<file path="config.mk">
export PLATFORM = sky130hd
export DESIGN_NAME = pac_sprite_gen
export DESIGN_NICKNAME = d
export VERILOG_FILES = /design/src/rtl/pac_sprite_gen.sv
export SDC_FILE = /design/constraint.sdc
export NUM_CORES = 1
export LEC_CHECK = 0
export CAP_MARGIN = 20
export CORE_ASPECT_RATIO = 2
export CORE_MARGIN = 2
export CORE_UTILIZATION = 59
export CTS_BUF_LIST = sky130_fd_sc_hd__clkbuf_16
export DETAILED_ROUTE_END_ITERATION = 8
export HOLD_SLACK_MARGIN = 0.02
export PLACE_DENSITY = 0.8
export SYNTH_ARGS = -nofsm -noshare
export SYNTH_HDL_FRONTEND = slang
export SYNTH_SLANG_ARGS = --single-unit
</file>
<file path="constraint.sdc">
create_clock -name clk -period 3.19 [get_ports clk]
set_input_delay 0.638 -clock clk [delete_from_list [all_inputs] [get_ports clk]]
set_output_delay 0.638 -clock clk [all_outputs]
set_load 0.02 [all_outputs]
</file>
<file path="src/rtl/pac_sprite_gen.sv">
// Pac-Man sprite pixel generator: 2-stage scale/map/lookup pipeline plus a mouth-animation sequencer.
// Optional PAC_CLOSED_FRAME_EN adds the closed-disc frame and a 4-step open/wide/open/closed cycle.
module pac_sprite_gen #(
   parameter int SCALE       = 3,
   parameter int ANIM_PERIOD = 10_000_000,
   parameter int COORD_W     = 6
) (
   input  logic               clk,
   input  logic               rst,
   input  logic [3:0]         dir,
   input  logic               moving,
   input  logic               req_valid,
   input  logic [COORD_W-1:0] x,
   input  logic [COORD_W-1:0] y,
   output logic               pixel,
   output logic               pixel_valid,
   output logic [1:0]         frame
);

   localparam int CNT_W = ($clog2(ANIM_PERIOD) > 24) ? $clog2(ANIM_PERIOD) : 24;
   localparam logic [CNT_W-1:0]   CNT_LAST = CNT_W'(ANIM_PERIOD - 1);
   localparam logic [COORD_W:0]   BOX      = (COORD_W + 1)'(16 * SCALE);
   localparam logic [COORD_W-1:0] SCALE_C  = COORD_W'(SCALE);
`ifdef PAC_CLOSED_FRAME_EN
   localparam int PH_W = 2;
`else
   localparam int PH_W = 1;
`endif

   localparam logic [3:0] DIR_L = 4'b1000;
   localparam logic [3:0] DIR_U = 4'b0100;
   localparam logic [3:0] DIR_R = 4'b0010;
   localparam logic [3:0] DIR_D = 4'b0001;

   function automatic logic [15:0] open_row(input logic [3:0] r);
      case (r)
         4'd0:  open_row = 16'h07E0;
         4'd1:  open_row = 16'h0FF0;
         4'd2:  open_row = 16'h1FFC;
         4'd3:  open_row = 16'h3FFC;
         4'd4:  open_row = 16'h7FFE;
         4'd5:  open_row = 16'h0FFE;
         4'd6:  open_row = 16'h01FF;
         4'd7:  open_row = 16'h003F;
         4'd8:  open_row = 16'h003F;
         4'd9:  open_row = 16'h01FF;
         4'd10: open_row = 16'h0FFE;
         4'd11: open_row = 16'h7FFE;
         4'd12: open_row = 16'h3FFC;
         4'd13: open_row = 16'h1FFC;
         4'd14: open_row = 16'h0FF0;
         default: open_row = 16'h03C0;
      endcase
   endfunction

   function automatic logic [15:0] wide_row(input logic [3:0] r);
      case (r)
         4'd0:  wide_row = 16'h07E0;
         4'd1:  wide_row = 16'h0FF0;
         4'd2:  wide_row = 16'h07FC;
         4'd3:  wide_row = 16'h03FC;
         4'd4:  wide_row = 16'h01FE;
         4'd5:  wide_row = 16'h00FE;
         4'd6:  wide_row = 16'h007F;
         4'd7:  wide_row = 16'h003F;
         4'd8:  wide_row = 16'h003F;
         4'd9:  wide_row = 16'h007F;
         4'd10: wide_row = 16'h00FE;
         4'd11: wide_row = 16'h01FE;
         4'd12: wide_row = 16'h03FC;
         4'd13: wide_row = 16'h07FC;
         4'd14: wide_row = 16'h0FF0;
         default: wide_row = 16'h03C0;
      endcase
   endfunction

`ifdef PAC_CLOSED_FRAME_EN
   // Disc centred between rows/cols 7 and 8, evaluated in doubled coordinates to stay integral.
   function automatic logic closed_px(input logic [3:0] r, input logic [3:0] c);
      logic signed [6:0]  dr;
      logic signed [6:0]  dc;
      logic signed [13:0] d2;
      dr = $signed({2'b00, r, 1'b0}) - 7'sd15;
      dc = $signed({2'b00, c, 1'b0}) - 7'sd15;
      d2 = dr * dr + dc * dc;
      closed_px = (d2 <= 14'sd225);
   endfunction

   function automatic logic [1:0] frame_of(input logic [PH_W-1:0] ph);
      case (ph)
         2'd1:    frame_of = 2'd1;
         2'd3:    frame_of = 2'd2;
         default: frame_of = 2'd0;
      endcase
   endfunction
`else
   function automatic logic [1:0] frame_of(input logic [PH_W-1:0] ph);
      frame_of = {1'b0, ph};
   endfunction
`endif

   logic [CNT_W-1:0] anim_cnt;
   logic [PH_W-1:0]  phase;
   logic [PH_W-1:0]  phase_inc;
   logic [3:0]       dir_q;

   assign phase_inc = phase + 1'b1;

   always_ff @(posedge clk) begin
      if (rst) begin
         anim_cnt <= '0;
         phase    <= '0;
         frame    <= 2'd0;
         dir_q    <= DIR_R;
      end else begin
         if ($onehot(dir))
            dir_q <= dir;
         if (moving) begin
            if (anim_cnt == CNT_LAST) begin
               anim_cnt <= '0;
               phase    <= phase_inc;
               frame    <= frame_of(phase_inc);
            end else begin
               anim_cnt <= anim_cnt + 1'b1;
            end
         end
      end
   end

   // Stage p1: scale offsets, flag out-of-box, snapshot frame and direction
   logic [3:0] sx_p1;
   logic [3:0] sy_p1;
   logic       oor_p1;
   logic [1:0] frame_p1;
   logic [3:0] dir_p1;
   logic       vld_p1;

   always_ff @(posedge clk) begin
      sx_p1    <= 4'(x / SCALE_C);
      sy_p1    <= 4'(y / SCALE_C);
      oor_p1   <= ({1'b0, x} >= BOX) || ({1'b0, y} >= BOX);
      frame_p1 <= frame;
      dir_p1   <= dir_q;
   end

   always_ff @(posedge clk) begin
      if (rst) vld_p1 <= 1'b0;
      else     vld_p1 <= req_valid;
   end

   // Stage p2: direction mapping and bitmap lookup
   logic [3:0]  r_p1;
   logic [3:0]  c_p1;
   logic [15:0] row_p1;
   logic        bit_p1;

   always_comb begin
      r_p1 = sy_p1;
      c_p1 = sx_p1;
      case (dir_p1)
         DIR_L: begin r_p1 = sy_p1; c_p1 = 4'd15 - sx_p1; end
         DIR_D: begin r_p1 = sx_p1; c_p1 = sy_p1;         end
         DIR_U: begin r_p1 = sx_p1; c_p1 = 4'd15 - sy_p1; end
         default: ;
      endcase
   end

   always_comb begin
      row_p1 = (frame_p1 == 2'd1) ? wide_row(r_p1) : open_row(r_p1);
      bit_p1 = row_p1[c_p1];
`ifdef PAC_CLOSED_FRAME_EN
      if (frame_p1 == 2'd2)
         bit_p1 = closed_px(r_p1, c_p1);
`endif
   end

   always_ff @(posedge clk) begin
      if (rst) begin
         pixel       <= 1'b0;
         pixel_valid <= 1'b0;
      end else begin
         pixel       <= bit_p1 & ~oor_p1;
         pixel_valid <= vld_p1;
      end
   end

endmodule

</file>
==> results of run 1 <==
synthesized netlist by cell type (all sizes together) (3+ instances only):
master / count
o22ai: 4
and3: 3
or3: 4
inv: 24
nor4b: 7
xor2: 10
or2: 5
nand2: 27
clkbuf: 19
ha: 14
o21ai: 12
nand2b: 9
a21o: 3
xnor2: 17
mux2: 7
nand3: 16
o22a: 4
o21a: 3
a31oi: 3
mux2i: 14
nor4bb: 4
dfxtp: 46
nor2: 48
a211oi: 4
a21oi: 16
a2111oi: 3
nor3: 8
buf: 7
nor2b: 11
state kept, by name, summed over array words and instances, names as in the netlist:
register,flops
oor_p1,1
sx_p1,4
pixel,1
dir_p1,4
sy_p1,4
frame,1
vld_p1,1
frame_p1,1
anim_cnt,24
dir_q,4
pixel_valid,1
cell families (layout without fill, tap and decap cells):
group | Yosys count | after routing | synth area share
simple gates | 153 | 153 | 0.249
compound gates | 79 | 79 | 0.187
buf+inv | 50 | 66 | 0.0670
flops | 46 | 46 | 0.288
xor+xnor | 27 | 27 | 0.0740
mux | 21 | 21 | 0.0697
fa+ha+maj | 16 | 16 | 0.0642
other cells | 1 | 1 | 0.00117
report_power, final:
group | total [W] | internal (W) | switching, W
combinational | 0.000451 | 0.000207 | 0.000244
sequential | 0.000646 | 0.000607 | 0.0000397
clock | 0.000506 | 0.000290 | 0.000216
total | 0.00160 | 0.00110 | 0.000499
layout make-up:
cell class,instances,area (sq um),share of cell area
tap,58,72.6,0.0202
clock buffer,5,125,0.0348
inverter,24,90.1,0.0250
clock inverter,3,21.3,0.00591
sequential,46,921,0.256
timing repair buffer,34,310,0.0862
multi-input combinational,297,2060,0.572
cell usage in the layout (no fill, tap or decap), drive strengths merged, types with 3 or more instances in the layout:
cell,instances
a2111oi,3
a211oi,4
o22ai,4
buf,12
inv,24
xnor2,17
or2,5
mux2i,14
nor2,48
nor2b,11
a21oi,16
dfxtp,46
o21a,3
nor3,8
clkbuf,5
nand2,27
a31oi,3
nor4b,7
o22a,4
nand3,16
or3,4
xor2,10
nand2b,9
and3,3
clkdlybuf4s50,22
a21o,3
ha,14
o21ai,12
mux2,7
nor4bb,4
critical path, cell delays in order:
cell and delay (ps):
clkdlybuf4s50_1 500, inv_1 50, ha_1 270, inv_1 100, nand2_1 70, o21ai_0 160
nor2_1 60, a21oi_1 190, ha_1 280, a2111oi_0 550, a31oi_1 130
routing by layer:
layer,track usage,share of wire,up-vias
met1,0.248,0.36,1321
met2,0.513,0.57,65
met3,0.0263,0.022,27
met5,0,0,-
met4,0.163,0.047,0
li1,-,-,1399
path summary, 6_finish.rpt:
kind                            startpoint  slack, ps  depth (start not counted)        end
worst max-delay path                  y[5]        320                         11   sy_p1[0]
worst min-delay path              dir_q[0]        350                          0  dir_p1[0]
worst max register to register   dir_p1[1]        390                         12      pixel
worst min register to register    dir_q[0]        350                          0  dir_p1[0]
metrics by stage:
stage,instance area (sq um),utilization,total power (W)
6_report,3600,0.694,0.00160
5_1_grt,3600,0.694,0.00168
4_1_cts,3600,0.694,0.00161
3_5_place_dp,3450,0.666,0.00110
3_3_place_gp,3450,0.666,0.00109
2_1_floorplan,3190,-,0.000975
==> flow_metrics.env, run 1 <==
export IMPL_outcome="finished, final reports clean"
export IMPL_critPathKind="in2reg"
export IMPL_fin_hold_ws_ps=346
export IMPL_syn_nets=428
export IMPL_portBuffers=22
export IMPL_cp_required_ps=3320
export IMPL_layout_drive_gt1_share=0.0954
export IMPL_final_cells=467
export IMPL_pre_cts_slack_ps=157
export IMPL_wl_per_cell_um=15.7
export IMPL_die_h_um=108
export IMPL_synth_seq_cells=46
export IMPL_grt_pass1_wl_um=12600
export IMPL_power_density_mw_per_mm2=445
export IMPL_finalWirelength_um=7320
export IMPL_drc=0
export IMPL_synthArstFlopShare=0
export IMPL_cp_arrival_ps=3000
export IMPL_fmax_mhz=349
export IMPL_setup_viol=0
export IMPL_maxSlewHeadroom=0.586
export IMPL_hpwl_um=5560
export IMPL_dr_pass1_iters=4
export IMPL_fp_dieW_um=56.0
export IMPL_cts_root_buf="clkbuf_16"
export IMPL_routed_via_count=2812
export IMPL_antenna_found_initial=0
export IMPL_die_area_sq_mm=0.00605
export IMPL_post_cts_buffers=0
export IMPL_cp_max_fo=8
export IMPL_final_period_utilization=0.899
export IMPL_rsz0062_at_grt="no"
export IMPL_place_inst=459
export IMPL_synth_avg_cell_area_sq_um=8.13
export IMPL_nNetsFinal=443
export IMPL_cts_sinks=46
export IMPL_vdd_ir_drop_max_mv=0.462
export IMPL_worstMarginPinSlew_ps=615
export IMPL_clkTransAtPathRegs_ps=70
export IMPL_vias_per_cell=6.02
export IMPL_grt_overflow=0
export IMPL_synth_ff_type="dfxtp_1"
export IMPL_synth_edff_count=0
export IMPL_fp_row_count=37
export IMPL_tns_ps=0
export IMPL_synth_area_sq_mm=0.00319
export IMPL_clkLatencyLatePin_ps=290
export IMPL_holdBufCountCts=0
export IMPL_nFillCells=441
export IMPL_cts_buffer_depth=2
export IMPL_fin_crit_ps=2870
export IMPL_synth_top_area_share=0.288
export IMPL_grt_usage=0.261
export IMPL_hp_class="reg2reg"
export IMPL_start_util=0.616
export IMPL_clock_skew_ps=8.27
export IMPL_diodes=0
export IMPL_grt_pass1_vias=2915
export IMPL_cts_buffers=5
export IMPL_synthDistinctLibCells=67
export IMPL_core_area_sq_mm=0.00518
export IMPL_place_congestion=0.916
export IMPL_maxCapViolations=0
export IMPL_synth_area_leaders="dfxtp_1 (29%), nor2_1 (5.6%), ha_1 (5.5%), xnor2_1 (4.7%), mux2i_1 (4.4%)"
export IMPL_design_portCount=24
export IMPL_syn_instance_count=393
export IMPL_cts_tree="built"
export IMPL_first_iter_violations=114
export IMPL_end_kind="flip-flop"
export IMPL_ant_nets=0
export IMPL_ys_warn_count=0
export IMPL_leakage_nw=1.41
export IMPL_slew_violations=0
export IMPL_cts_resized=0
export IMPL_start_kind="primary input"
export IMPL_synth_area_leader_cell="dfxtp_1"
export IMPL_grt_max_degree=24
export IMPL_area_growth_pct=12.7
export IMPL_finalHoldViolCount=0
export IMPL_worst_slack_ps=321
export IMPL_synth_seq_area_share=0.288
export IMPL_h_tree_depth=2
No activity file was read; power rests on OpenSTA's default activity.
==> inputs of run 2 (changes only) <==
--- a/config.mk
+++ b/config.mk
@@ -7,12 +7,11 @@
 export LEC_CHECK = 0
 export CAP_MARGIN = 20
 export CORE_ASPECT_RATIO = 2
-export CORE_MARGIN = 2
 export CORE_UTILIZATION = 59
 export CTS_BUF_LIST = sky130_fd_sc_hd__clkbuf_16
 export DETAILED_ROUTE_END_ITERATION = 8
 export HOLD_SLACK_MARGIN = 0.02
-export PLACE_DENSITY = 0.8
+export PLACE_DENSITY = 0.83
 export SYNTH_ARGS = -nofsm -noshare
 export SYNTH_HDL_FRONTEND = slang
 export SYNTH_SLANG_ARGS = --single-unit
==> flow_metrics.env, run 2 (synthesized netlist as in run 1, its figures left out) <==
export IMPL_ff2ff_setup_slack_ps=240
export IMPL_setup_viol=0
export IMPL_final_common_cell="nor2_1"
export IMPL_power_switching_w=0.000476
export IMPL_hp_class="reg2reg"
export IMPL_internal_power_w=0.00110
export IMPL_grt_usage=0.277
export IMPL_r2r_end="pixel"
export IMPL_finalHoldViolCount=0
export IMPL_cts_root_buf="clkbuf_16"
export IMPL_power_w=0.00157
export IMPL_grt_pass1_vias=2746
export IMPL_rsz0062_at_grt="no"
export IMPL_worst_path_stages=12
export IMPL_cts_resized=0
export IMPL_cts_buffer_depth=2
export IMPL_reg2regPathDepth=12
export IMPL_die_area_sq_mm=0.00573
export IMPL_endpoint="pixel"
export IMPL_drc=0
export IMPL_outcome="finished, final reports clean"
export IMPL_antenna_found_initial=0
export IMPL_cts_sinks=46
export IMPL_regArea_sq_um=921
export IMPL_post_cts_buffers=0
export IMPL_crit_path_top_delay_cell="dfxtp_1"
export IMPL_nFillCells=429
export IMPL_vias_per_cell=6.03
export IMPL_place_inst=460
export IMPL_h_tree_depth=2
export IMPL_clock_power_share=0.303
export IMPL_crit_start="dir_p1[1]"
export IMPL_slew_violations=0
export IMPL_cp_arrival_ps=3130
export IMPL_grt_max_degree=24
export IMPL_dr_pass1_iters=4
export IMPL_diodes=0
export IMPL_portBuffers=22
export IMPL_path_cells="or2_4 -> or2_1 -> mux2_2 -> inv_1 -> ha_1 -> nand2_1 -> a211o_1 -> nand2_1 -> o2111ai_1 -> o211ai_1 -> a32oi_1 -> a2111oi_2"
export IMPL_largest_register="anim_cnt"
export IMPL_fp_dieW_um=54.0
export IMPL_grt_pass1_wl_um=12000
export IMPL_core_area_sq_mm=0.00518
export IMPL_clkTransAtPathRegs_ps=60
export IMPL_maxSlewHeadroom=0.559
export IMPL_routed_via_count=2818
export IMPL_design_portCount=24
export IMPL_power_density_mw_per_mm2=436
export IMPL_wl_per_cell_um=15.3
export IMPL_ant_nets=0
export IMPL_area_growth_pct=12.9
export IMPL_fin_crit_ps=2950
export IMPL_cp_max_fo=10
export IMPL_first_iter_violations=72
export IMPL_cts_tree="built"
export IMPL_clock_skew_ps=4.75
export IMPL_hpwl_um=5430
export IMPL_swShare=0.303
export IMPL_crit_family="compound AO/OA/AOI/OAI gates"
export IMPL_leakage_nw=1.42
export IMPL_start_kind="flip-flop"
export IMPL_final_cell_mix="nor2_1 (48), dfxtp_1 (46), nand2_1 (27)"
export IMPL_slowest_delay_ps=430
export IMPL_critPathKind="reg2reg"
export IMPL_cp_required_ps=3370
export IMPL_p_comb_frac=0.281
export IMPL_holdBufCountCts=0
export IMPL_critPathMostFrequentCell="nand2_1"
export IMPL_vdd_ir_drop_max_mv=0.532
export IMPL_r2r_start="dir_p1[1]"
export IMPL_nNetsFinal=444
export IMPL_fp_row_count=37
export IMPL_cts_buffers=5
export IMPL_die_h_um=106
export IMPL_start_util=0.616
export IMPL_final_period_utilization=0.926
export IMPL_fmax_mhz=339
export IMPL_place_congestion=0.922
export IMPL_grt_overflow=0
export IMPL_end_kind="flip-flop"
export IMPL_worstMarginPinSlew_ps=655
export IMPL_fin_hold_ws_ps=360
export IMPL_crit_buf_inv=1
export IMPL_tns_ps=0
export IMPL_clkLatencyLatePin_ps=280
export IMPL_maxCapViolations=0
export IMPL_finalWirelength_um=7170
export IMPL_largest_reg_flops=24
export IMPL_layout_drive_gt1_share=0.0905
export IMPL_p_seq_frac=0.416
export IMPL_final_cells=467
export IMPL_multi_input_area_sq_mm=0.00206
run 2: power by group through the flow:
| stage | sequential (W) | clock, W | combinational [W] |
|---|---|---|---|
| floorplan | 0.000638 | 0 | 0.000336 |
| global placement | 0.000663 | 0 | 0.000421 |
| detailed placement | 0.000664 | 0 | 0.000435 |
| CTS | 0.000652 | 0.000487 | 0.000439 |
| global route | 0.000658 | 0.000507 | 0.000483 |
| finish | 0.000654 | 0.000476 | 0.000442 |
run 2: layer usage:
layer / up-vias / wire length (um) / track usage
met4: 0 / 339 / 0.154
met3: 25 / 165 / 0.0258
li1: 1397 / - / -
met1: 1333 / 2660 / 0.287
met2: 63 / 4000 / 0.503
met5: - / 0 / 0
run 2: how the worst min path moves through the flow:
stage | from | endpoint | cells past startpoint
after global placement | dir_q[0] | dir_p1[0] | 0
after global routing | dir_q[0] | dir_p1[0] | 0
after CTS | dir_q[2] | dir_p1[2] | 0
after detailed placement | dir_q[2] | dir_p1[2] | 0
after floorplan | dir_q[1] | dir_p1[1] | 0
final | dir_q[1] | dir_p1[1] | 0
run 2: cell type report:
type | instances | area share
Multi-Input combinational cell | 297 | 0.571
Sequential cell | 46 | 0.255
Timing Repair Buffer | 35 | 0.0916
Clock buffer | 5 | 0.0347
Inverter | 24 | 0.0250
Tap cell | 58 | 0.0201
Clock inverter | 2 | 0.00208
run 2: worst register-to-register path, stage by stage (launching register included):
cell and delay, ps:
dfxtp_1 430, or2_4 330, or2_1 270, mux2_2 340, inv_1 120, ha_1 200, nand2_1 60, a211o_1 300
nand2_1 100, o2111ai_1 110, o211ai_1 150, a32oi_1 100, a2111oi_2 340
run 2: metrics by stage:
| step | util | worst slack [ps] | area, sq um |
|---|---|---|---|
| after floorplan | - | 263 | 3190 |
| after global placement | 0.670 | 178 | 3470 |
| after detailed placement | 0.670 | 37.0 | 3470 |
| after CTS | 0.695 | 265 | 3610 |
| after global routing | 0.695 | 98.7 | 3610 |
| final | 0.695 | 237 | 3610 |
==> inputs of run 3 (changes only) <==
--- a/config.mk
+++ b/config.mk
@@ -5,7 +5,6 @@
 export SDC_FILE = /design/constraint.sdc
 export NUM_CORES = 1
 export LEC_CHECK = 0
-export CAP_MARGIN = 20
 export CORE_ASPECT_RATIO = 2
 export CORE_UTILIZATION = 59
 export CTS_BUF_LIST = sky130_fd_sc_hd__clkbuf_16
==> results of run 3 <==
Final layout, timing and power as in run 2 (identical DEF).
